==> config.mk <==
export PLATFORM = sky130hd
export DESIGN_NAME = control_carga_instrucciones_flat
export DESIGN_NICKNAME = d
export VERILOG_FILES = /design/src/rtl/control_carga_instrucciones_if.sv /design/src/rtl/control_carga_instrucciones.sv /design/src/flat_wrapper.sv
export SDC_FILE = /design/constraint.sdc
export NUM_CORES = 1
export LEC_CHECK = 0
export ABC_CLOCK_PERIOD_IN_PS = 2200
export CAP_MARGIN = 20
export CORE_AREA = 2 2 106 108
export CTS_CLUSTER_DIAMETER = 200
export DETAILED_ROUTE_END_ITERATION = 10
export DIE_AREA = 0 0 108 110
export PLACE_DENSITY = 0.74
export SYNTH_ARGS = -nofsm -noshare
export SYNTH_HDL_FRONTEND = slang
export SYNTH_SLANG_ARGS = --single-unit
==> constraint.sdc <==
create_clock -name i_clk -period 2.2 [get_ports i_clk]
set_input_delay 0.55 -clock i_clk [delete_from_list [all_inputs] [get_ports i_clk]]
set_output_delay 0.55 -clock i_clk [all_outputs]
set_load 0.005 [all_outputs]
==> src/rtl/control_carga_instrucciones_if.sv <==
// Bundle between the instruction loader and its environment: byte stream in, memory write port
// out, plus the CPU run/step/halt control and status lines.
interface control_carga_instrucciones_if #(
  parameter int unsigned NBITS = 32
) ();
  logic             i_start_load;
  logic [7:0]       i_byte;
  logic             i_byte_valid;
  logic             o_byte_ready;
  logic             i_run;
  logic             i_step;
  logic             i_halt;
  logic             o_mem_sel;
  logic             o_mem_we;
  logic [NBITS-1:0] o_mem_addr;
  logic [NBITS-1:0] o_mem_data;
  logic             o_cpu_enable;
  logic             o_load_done;
  logic             o_error;
  logic [2:0]       o_state;

  // Loader side.
  modport master (
    input  i_start_load, i_byte, i_byte_valid, i_run, i_step, i_halt,
    output o_byte_ready, o_mem_sel, o_mem_we, o_mem_addr, o_mem_data,
    output o_cpu_enable, o_load_done, o_error, o_state
  );

  // Environment side: UART byte source, instruction memory, CPU.
  modport slave (
    output i_start_load, i_byte, i_byte_valid, i_run, i_step, i_halt,
    input  o_byte_ready, o_mem_sel, o_mem_we, o_mem_addr, o_mem_data,
    input  o_cpu_enable, o_load_done, o_error, o_state
  );
endinterface

==> src/rtl/control_carga_instrucciones.sv <==
// Program loader and CPU run sequencer: packs a byte stream into words written to instruction
// memory until the all-ones HALT word, then gates the CPU in continuous or single-step mode.
module control_carga_instrucciones #(
  parameter int unsigned NBITS  = 32,
  parameter int unsigned CELDAS = 64
) (
  input logic                          i_clk,
  input logic                          i_reset,
  control_carga_instrucciones_if.master bus
);

  typedef enum logic [2:0] {
    StIdle = 3'd0,
    StLoad = 3'd1,
    StWait = 3'd2,
    StRun  = 3'd3,
    StStep = 3'd4,
    StDone = 3'd5
  } state_e;

  localparam logic [NBITS-1:0] LastAddr = NBITS'(CELDAS - 4);
  localparam logic [NBITS-1:0] HaltWord = '1;
  localparam logic [NBITS-1:0] AddrStep = NBITS'(4);

  state_e           state_q, state_d;
  logic [NBITS-1:0] word_q, word_d;
  logic [NBITS-1:0] ptr_q, ptr_d;
  logic [1:0]       cnt_q, cnt_d;
  logic [NBITS-1:0] mem_addr_q, mem_addr_d;
  logic [NBITS-1:0] mem_data_q, mem_data_d;
  logic             mem_we_q, mem_we_d;
  logic             mem_sel_q, mem_sel_d;
  logic             byte_ready_q, byte_ready_d;
  logic             cpu_enable_q, cpu_enable_d;
  logic             load_done_q, load_done_d;
  logic             error_q, error_d;

  logic             byte_acc;
  logic             begin_load;
  logic [NBITS-1:0] word_nxt;

  always_comb begin
    // byte_ready_q is only ever high while in LOAD.
    byte_acc    = bus.i_byte_valid & byte_ready_q;
    word_nxt    = {word_q[NBITS-9:0], bus.i_byte};
    begin_load  = 1'b0;

    state_d     = state_q;
    word_d      = word_q;
    ptr_d       = ptr_q;
    cnt_d       = cnt_q;
    mem_addr_d  = mem_addr_q;
    mem_data_d  = mem_data_q;
    mem_we_d    = 1'b0;
    load_done_d = 1'b0;
    error_d     = error_q;

    unique case (state_q)
      StIdle: begin
        if (bus.i_start_load) begin
          begin_load = 1'b1;
        end
      end
      StLoad: begin
        if (byte_acc) begin
          word_d = word_nxt;
          cnt_d  = cnt_q + 2'd1;
          if (cnt_q == 2'd3) begin
            mem_we_d   = 1'b1;
            mem_addr_d = ptr_q;
            mem_data_d = word_nxt;
            ptr_d      = ptr_q + AddrStep;
            if (word_nxt == HaltWord) begin
              state_d     = StWait;
              load_done_d = 1'b1;
            end else if (ptr_q == LastAddr) begin
              state_d = StIdle;
              error_d = 1'b1;
            end
          end
        end
      end
      StWait: begin
        if (bus.i_start_load) begin
          begin_load = 1'b1;
        end else if (bus.i_run) begin
          state_d = StRun;
        end else if (bus.i_step) begin
          state_d = StStep;
        end
      end
      StRun: begin
        if (bus.i_halt) begin
          state_d = StDone;
        end
      end
      StStep: begin
        state_d = bus.i_halt ? StDone : StWait;
      end
      StDone: begin
        if (bus.i_start_load) begin
          begin_load = 1'b1;
        end
      end
      default: begin
        state_d = StIdle;
      end
    endcase

    // A (re)load always restarts from address 0 with an empty word.
    if (begin_load) begin
      state_d = StLoad;
      ptr_d   = '0;
      cnt_d   = 2'd0;
      word_d  = '0;
      error_d = 1'b0;
    end

    // Outputs are registered, so they are decoded from the next state.
    byte_ready_d = (state_d == StLoad);
    mem_sel_d    = (state_d == StLoad);
    cpu_enable_d = (state_d == StRun) || (state_d == StStep);
  end

  always_ff @(posedge i_clk) begin
    if (!i_reset) begin
      state_q      <= StIdle;
      word_q       <= '0;
      ptr_q        <= '0;
      cnt_q        <= 2'd0;
      mem_addr_q   <= '0;
      mem_data_q   <= '0;
      mem_we_q     <= 1'b0;
      mem_sel_q    <= 1'b0;
      byte_ready_q <= 1'b0;
      cpu_enable_q <= 1'b0;
      load_done_q  <= 1'b0;
      error_q      <= 1'b0;
    end else begin
      state_q      <= state_d;
      word_q       <= word_d;
      ptr_q        <= ptr_d;
      cnt_q        <= cnt_d;
      mem_addr_q   <= mem_addr_d;
      mem_data_q   <= mem_data_d;
      mem_we_q     <= mem_we_d;
      mem_sel_q    <= mem_sel_d;
      byte_ready_q <= byte_ready_d;
      cpu_enable_q <= cpu_enable_d;
      load_done_q  <= load_done_d;
      error_q      <= error_d;
    end
  end

  assign bus.o_byte_ready = byte_ready_q;
  assign bus.o_mem_sel    = mem_sel_q;
  assign bus.o_mem_we     = mem_we_q;
  assign bus.o_mem_addr   = mem_addr_q;
  assign bus.o_mem_data   = mem_data_q;
  assign bus.o_cpu_enable = cpu_enable_q;
  assign bus.o_load_done  = load_done_q;
  assign bus.o_error      = error_q;
  assign bus.o_state      = state_q;

endmodule
==> src/flat_wrapper.sv <==
// flat-port wrapper written by rule: the top's interface ports become plain ports
module control_carga_instrucciones_flat 
#(
  parameter int unsigned NBITS  = 32,
  parameter int unsigned CELDAS = 64
)
  (i_clk, i_reset, bus_i_start_load, bus_i_byte, bus_i_byte_valid, bus_i_run, bus_i_step, bus_i_halt, bus_o_byte_ready, bus_o_mem_sel, bus_o_mem_we, bus_o_mem_addr, bus_o_mem_data, bus_o_cpu_enable, bus_o_load_done, bus_o_error, bus_o_state);
  control_carga_instrucciones_if #(.NBITS(NBITS)) bus_i ();
  input logic i_clk;
  input logic i_reset;
  input wire logic [$bits(bus_i.i_start_load)-1:0] bus_i_start_load;
  input wire logic [$bits(bus_i.i_byte)-1:0] bus_i_byte;
  input wire logic [$bits(bus_i.i_byte_valid)-1:0] bus_i_byte_valid;
  input wire logic [$bits(bus_i.i_run)-1:0] bus_i_run;
  input wire logic [$bits(bus_i.i_step)-1:0] bus_i_step;
  input wire logic [$bits(bus_i.i_halt)-1:0] bus_i_halt;
  output wire logic [$bits(bus_i.o_byte_ready)-1:0] bus_o_byte_ready;
  output wire logic [$bits(bus_i.o_mem_sel)-1:0] bus_o_mem_sel;
  output wire logic [$bits(bus_i.o_mem_we)-1:0] bus_o_mem_we;
  output wire logic [$bits(bus_i.o_mem_addr)-1:0] bus_o_mem_addr;
  output wire logic [$bits(bus_i.o_mem_data)-1:0] bus_o_mem_data;
  output wire logic [$bits(bus_i.o_cpu_enable)-1:0] bus_o_cpu_enable;
  output wire logic [$bits(bus_i.o_load_done)-1:0] bus_o_load_done;
  output wire logic [$bits(bus_i.o_error)-1:0] bus_o_error;
  output wire logic [$bits(bus_i.o_state)-1:0] bus_o_state;
  assign bus_i.i_start_load = bus_i_start_load;
  assign bus_i.i_byte = bus_i_byte;
  assign bus_i.i_byte_valid = bus_i_byte_valid;
  assign bus_i.i_run = bus_i_run;
  assign bus_i.i_step = bus_i_step;
  assign bus_i.i_halt = bus_i_halt;
  assign bus_o_byte_ready = bus_i.o_byte_ready;
  assign bus_o_mem_sel = bus_i.o_mem_sel;
  assign bus_o_mem_we = bus_i.o_mem_we;
  assign bus_o_mem_addr = bus_i.o_mem_addr;
  assign bus_o_mem_data = bus_i.o_mem_data;
  assign bus_o_cpu_enable = bus_i.o_cpu_enable;
  assign bus_o_load_done = bus_i.o_load_done;
  assign bus_o_error = bus_i.o_error;
  assign bus_o_state = bus_i.o_state;
  control_carga_instrucciones #(.NBITS(NBITS), .CELDAS(CELDAS)) u_core (.i_clk(i_clk), .i_reset(i_reset), .bus(bus_i));
endmodule
* Word-level counts from Yosys, hierarchy flattened
Cells that the tools add are included.
Widths: inputs -> output; s select.
** Storage, ports and cells
- Input port bits :: 15
- Output and inout port bits :: 73
- Word-level logic and storage cells :: 52
- Register bits :: 130
** Cells by class
- Bitwise operators :: 3
- Reductions and logical operators :: 10
- Mux-type cells :: 15
- Equal/unequal tests :: 11
- Add/sub/neg operators :: 2
** Operators by type and width (number)
- $add 32x3->32 const B :: 1
- $eq 32x32->1 const B :: 1
- $eq 32x6->1 const B :: 1
- $mux 3 :: 10
- $pmux 3 s5 :: 1
- $eq 3x2->1 const B :: 3
- $eq 3x3->1 const B :: 3
- $eq 3x1->1 const B :: 2
- $reduce_and 3->1 :: 2
- $reduce_and 5->1 :: 1
- $mux 1 :: 4
- $reduce_and 4->1 :: 1
- $reduce_or 2->1 :: 2
- $logic_not 3->1 :: 1
- $reduce_or 3->1 :: 1
- $add 2x1->2 const B :: 1
- $eq 2x2->1 const B :: 1
- $not 1->1 :: 2
- $reduce_and 2->1 :: 1
- $and 1x1->1 :: 1
- $logic_or 1x1->1 :: 1

* Depth between registers and ports, before layout
Gate-level depths: netlist of the first run.
- Word-level depth :: 9
- Mapped depth :: 8
- Depth with buffers taken out :: 6

* Worst setup path after synthesis of the first run
No wires, ideal clock.
- Path type :: register -> register
- Start :: register u_core.cnt_q[0]
- End :: register u_core.cpu_enable_q (netlist: u_core.bus.o_cpu_enable)
- Buffers on the path :: 0
- Path slack :: 0.022 ns
- Stages on the path, launching flop included :: 7
- Arrival time :: 2.054 ns
- Path through :: dfxtp_1 ha_1 nor4b_2 nand4_1 or4_1 a311oi_2 mux2_1
** Between the ends
- Longest elaborated chain between the ends :: 7
** RTL lines
- start: declaration :: RTL line control_carga_instrucciones.sv:28 : logic [1:0] cnt_q, cnt_d;
- start signal: assignment :: RTL line control_carga_instrucciones.sv:143 : cnt_q <= cnt_d;
- $eq 2x2->1 (*) :: RTL line control_carga_instrucciones.sv:68 : if (cnt_q == 2'd3) begin
- $mux 3 (*) :: RTL line control_carga_instrucciones.sv:68
- $mux 3 (*) :: RTL line control_carga_instrucciones.sv:65 : if (byte_acc) begin
- $pmux 3 s5 (*) :: RTL line control_carga_instrucciones.sv:58 : unique case (state_q)
- $mux 3 (*) :: RTL line control_carga_instrucciones.sv:111 : if (begin_load) begin
- $eq 3x2->1 / $eq 3x3->1 (equally long branches) :: RTL line control_carga_instrucciones.sv:122 : cpu_enable_d = (state_d == StRun) || (state_d == StStep);
- $logic_or 1x1->1 (*) :: RTL line control_carga_instrucciones.sv:122
- end signal: assignment :: RTL line control_carga_instrucciones.sv:149 : cpu_enable_q <= cpu_enable_d;
- end: declaration :: RTL line control_carga_instrucciones.sv:34 : logic cpu_enable_q, cpu_enable_d;
Mark *: on every way between the ends. The rest lies on a longest branch, timed or not.
A chain may end at the register's enable or synchronous reset.

* Final worst setup path of the first run
- Start :: register u_core.ptr_q[6]
- End :: register u_core.cpu_enable_q (netlist: u_core.bus.o_cpu_enable)
** Between the ends
- Longest elaborated chain between the ends :: 9
** RTL lines
- start: declaration :: RTL line control_carga_instrucciones.sv:27 : logic [NBITS-1:0] ptr_q, ptr_d;
- start signal: assignment :: RTL line control_carga_instrucciones.sv:142 : ptr_q <= ptr_d;
- $eq 32x6->1 (*) :: RTL line control_carga_instrucciones.sv:76 : end else if (ptr_q == LastAddr) begin
- $mux 3 (*) :: RTL line control_carga_instrucciones.sv:76
- $mux 3 (*) :: RTL line control_carga_instrucciones.sv:73 : if (word_nxt == HaltWord) begin
- $mux 3 (*) :: RTL line control_carga_instrucciones.sv:68
- $mux 3 (*) :: RTL line control_carga_instrucciones.sv:65
- $pmux 3 s5 (*) :: RTL line control_carga_instrucciones.sv:58
- $mux 3 (*) :: RTL line control_carga_instrucciones.sv:111
- $eq 3x2->1 / $eq 3x3->1 (equally long branches) :: RTL line control_carga_instrucciones.sv:122
- $logic_or 1x1->1 (*) :: RTL line control_carga_instrucciones.sv:122
Marks and branches as above.

==> flow_summary.yaml, run 1 <==
cts:
  clock_latency_ns: 0.52
  cts_tree: "yes"
  clockRootBuffer: "clkbuf_8"
  htree_num_levels: 4
  clock_sinks: 126
  clockBufferDepth: 2
  post-cts-setup-buffers: 0
  cts_made_buffers: 17
  path_clk_slew_ns: 0.06
grt:
  via_count_of_the_first_global_routing_pass: 4661
  track_usage: 0.226
  overflow: 0
  grt_first_pass_wirelength_mm: 21.2
  maximum_number_of_pins_on_one_net_before_global_route_repair: 44
  initial_antenna_violation_count: 0
die:
  placement_rows: 38
  chipHeight_um: 110
  die_area_um2: 11900
  die_span_in_x_um: 108
  core_area_um2: 10700
  ios: 88
  floorplan.initialDensity: 0.460
timing:
  fin_crit_sh: 1.02
  timing.final.setup_violations: 1
  tns_ns: -0.0376
  timing.final.crit_period_ns: 2.24
  final-max-slew-violation-count: 0
  fin_skew_ns: 0.00777
  rsz0062_at_grt: "yes"
  finalHoldViolations: 0
  achievable-frequency_ghz: 0.447
  setup_slack_ns: -0.0376
routing:
  routed_wire_length_per_instance_um: 14.6
  detailedRoute.firstPassIterationCount: 5
  drc_errors: 0
  vias: 4692
  viasPerCell: 5.24
  postRouteAntennaNets: 0
  first_iter_violations: 160
  final_wl_mm: 13.1
outcome:
  failing_checks: "negative setup slack"
  status: "finished with violations"
logic_synthesis:
  synth.largest_area_cell: "dfxtp_1"
  synth.area.top_cells: "dfxtp_1 51%, nand2_1 14%, a21oi_1 9.7%"
  synth.top_cells.by_count: "188 x nand2_1, 126 x dfxtp_1, 95 x a21oi_1"
  ff_latch_count_synth: 126
  synth_top_cell_area_share: 0.512
  synth.cell_area_um2: 4920
  synthCells: 619
  synthDistinctLibCells: 36
  main_combinational_cell_family_by_area_after_synthesis: "simple AND/OR/NAND/NOR gates"
  yosys_warnings: 0
  muxShareOfSynthArea: 0.00229
  synth-async-reset-ratio: 0
  post_synth.cell_area_avg_um2: 7.95
  synth_edf_count: 0
  synth_seq_area_share: 0.512
  synth_most_common_cell: "nand2_1"
  synth-adder-area-share: 0.00508
  synth-xor-area-share: 0.0516
  synth_flop_cell: "dfxtp_1"
  post_synth_and_or_nand_nor_area_fraction: 0.278
  synth_compound_area_frac: 0.109
worst_setup_path:
  timing.critical_path.to_type: "flop"
  crit_path_start_kind: "flop"
  arrival_ns: 2.64
  regToRegStartpoint: "u_core.ptr_q[6]$_SDFFE_PP0P_"
  worstPathMaxFanout: 2
  timing.critical_path.required_ns: 2.60
  timing.critical_path.from: "u_core.ptr_q[6]$_SDFFE_PP0P_"
  path_class: "flop to flop"
power:
  max-vdd-ir-drop_uv: 494
  static-leakage-power_uw: 0.00237
  pwr_density_cell_nw_per_um2: 764
  fin_total_pwr_uw: 5320
finish:
  layout-drive-gt1-share: 0.143
  antenna_cells_inserted: 0
  final_net_count: 761
  flow.area_growth_from_synthesis_pct: 41.5
  finish.cell_count_without_fillers: 895
  final_util: 0.651
  final_cell_area_um2: 6970
place:
  final_weighted_congestion_in_routability_driven_placement: 0.822
  hpwl_mm: 8.91
  placedCellCount: 865
  area_of_placed_instances_um2: 6330
  port_buffers: 85
flow_run:
  maxCapViolations: 0
min_path:
  min_path_type: "flop to flop"
  hold_path_startpoint: "u_core.bus.o_mem_data[10]$_SDFFE_PN0P_"
## flip-flops by register name, summed over array words and instances (netlist names)
register / flops
u_core.bus.o_mem_sel: 1
u_core.bus.o_state: 3
u_core.cnt_q: 2
u_core.bus.o_mem_we: 1
u_core.ptr_q: 30
u_core.bus.o_mem_data: 32
u_core.word_q: 24
u_core.bus.o_mem_addr: 30
u_core.bus.o_load_done: 1
u_core.bus.o_error: 1
u_core.bus.o_cpu_enable: 1
## timing repair
action | in CTS | in global routing
hold buffers | 0 | 0
setup endpoints to repair | 1 | 5
pin swaps | 1 | 3
gates resized for setup | 1 | 8
## kinds of logic after synthesis
| group | after synthesis |
|---|---|
| DFF | 126 |
| and+or+nand+nor | 308 |
| AOI/OAI and AO/OA | 102 |
| adders and majority gates | 2 |
| muxes | 1 |
| buffers and inverters | 50 |
| xor gates and xnor gates | 29 |
| other | 1 |
## layer usage
layer | track usage | vias up | part of all wire
met3 | 0.0576 | 34 | 0.050
met1 | 0.242 | 2211 | 0.39
met4 | 0.0897 | 0 | 0.026
li1 | - | 2308 | -
met5 | 0 | - | 0
met2 | 0.425 | 139 | 0.53
## final cells by class
cell class              count  area (um2)
repair buffers            148        1390
flip-flops and latches    126        2520
multi-input cells         444        2260
clock buffers              19         432
inverters                   7        26.3
well taps                 140         175
clock inverters            11         166
fillers                   863        3730
## through the flow
step,setup slack (ns),hold WS (ns)
5_1_grt,-0.0708,0.474
4_1_cts,0.0142,0.457
3_5_place_dp,-0.363,0.450
6_report,-0.0376,0.453
2_1_floorplan,0.0225,0.440
3_3_place_gp,-0.348,0.442
## power by group
part           internal [uW]  switching [uW]  total [uW]
logic                   87.4             103         190
clock network           1850             976        2830
registers               2290            10.1        2300
## placed cells by master (no fill, tap or decap), drive strengths merged, types with 2 or more instances in the layout
| cell | count |
|---|---|
| a21oi | 95 |
| and2 | 2 |
| and3 | 5 |
| and4 | 4 |
| buf | 63 |
| bufinv | 4 |
| clkbuf | 19 |
| clkdlybuf4s50 | 85 |
| clkinv | 3 |
| clkinvlp | 3 |
| conb | 2 |
| dfxtp | 126 |
| ha | 2 |
| inv | 8 |
| nand2 | 188 |
| nand3 | 11 |
| nand4 | 16 |
| nor2 | 43 |
| nor2b | 4 |
| nor3 | 8 |
| nor4 | 18 |
| nor4b | 3 |
| o21ai | 2 |
| or4 | 2 |
| xnor2 | 27 |
| xor2 | 2 |
## final timing paths
path | endpoint | slack [ns] | cells past startpoint
setup / recovery | u_core.bus.o_cpu_enable$_SDFF_PN0_ | -0.04 | 4
hold / removal | u_core.bus.o_mem_data[10]$_SDFFE_PN0P_ | 0.45 | 2
setup reg to reg | u_core.bus.o_cpu_enable$_SDFF_PN0_ | -0.04 | 4
hold reg to reg | u_core.bus.o_mem_data[10]$_SDFFE_PN0P_ | 0.45 | 2
## worst max-delay path, stage by stage, from the launching register on
cell and delay [ns]:
dfxtp_2 0.32, or4_4 0.56, or4_4 0.57, a311oi_4 0.35, mux2_4 0.33
(Power assumes the default switching activity.)
==> inputs of run 2 (changes only) <==
--- a/config.mk
+++ b/config.mk
@@ -8,7 +8,7 @@
 export ABC_CLOCK_PERIOD_IN_PS = 2200
 export CAP_MARGIN = 20
 export CORE_AREA = 2 2 106 108
-export CTS_CLUSTER_DIAMETER = 200
+export CTS_CLUSTER_DIAMETER = 150
 export DETAILED_ROUTE_END_ITERATION = 10
 export DIE_AREA = 0 0 108 110
 export PLACE_DENSITY = 0.74
==> results of run 2 <==
The final DEF is identical to that of run 1; final timing and power are the same.
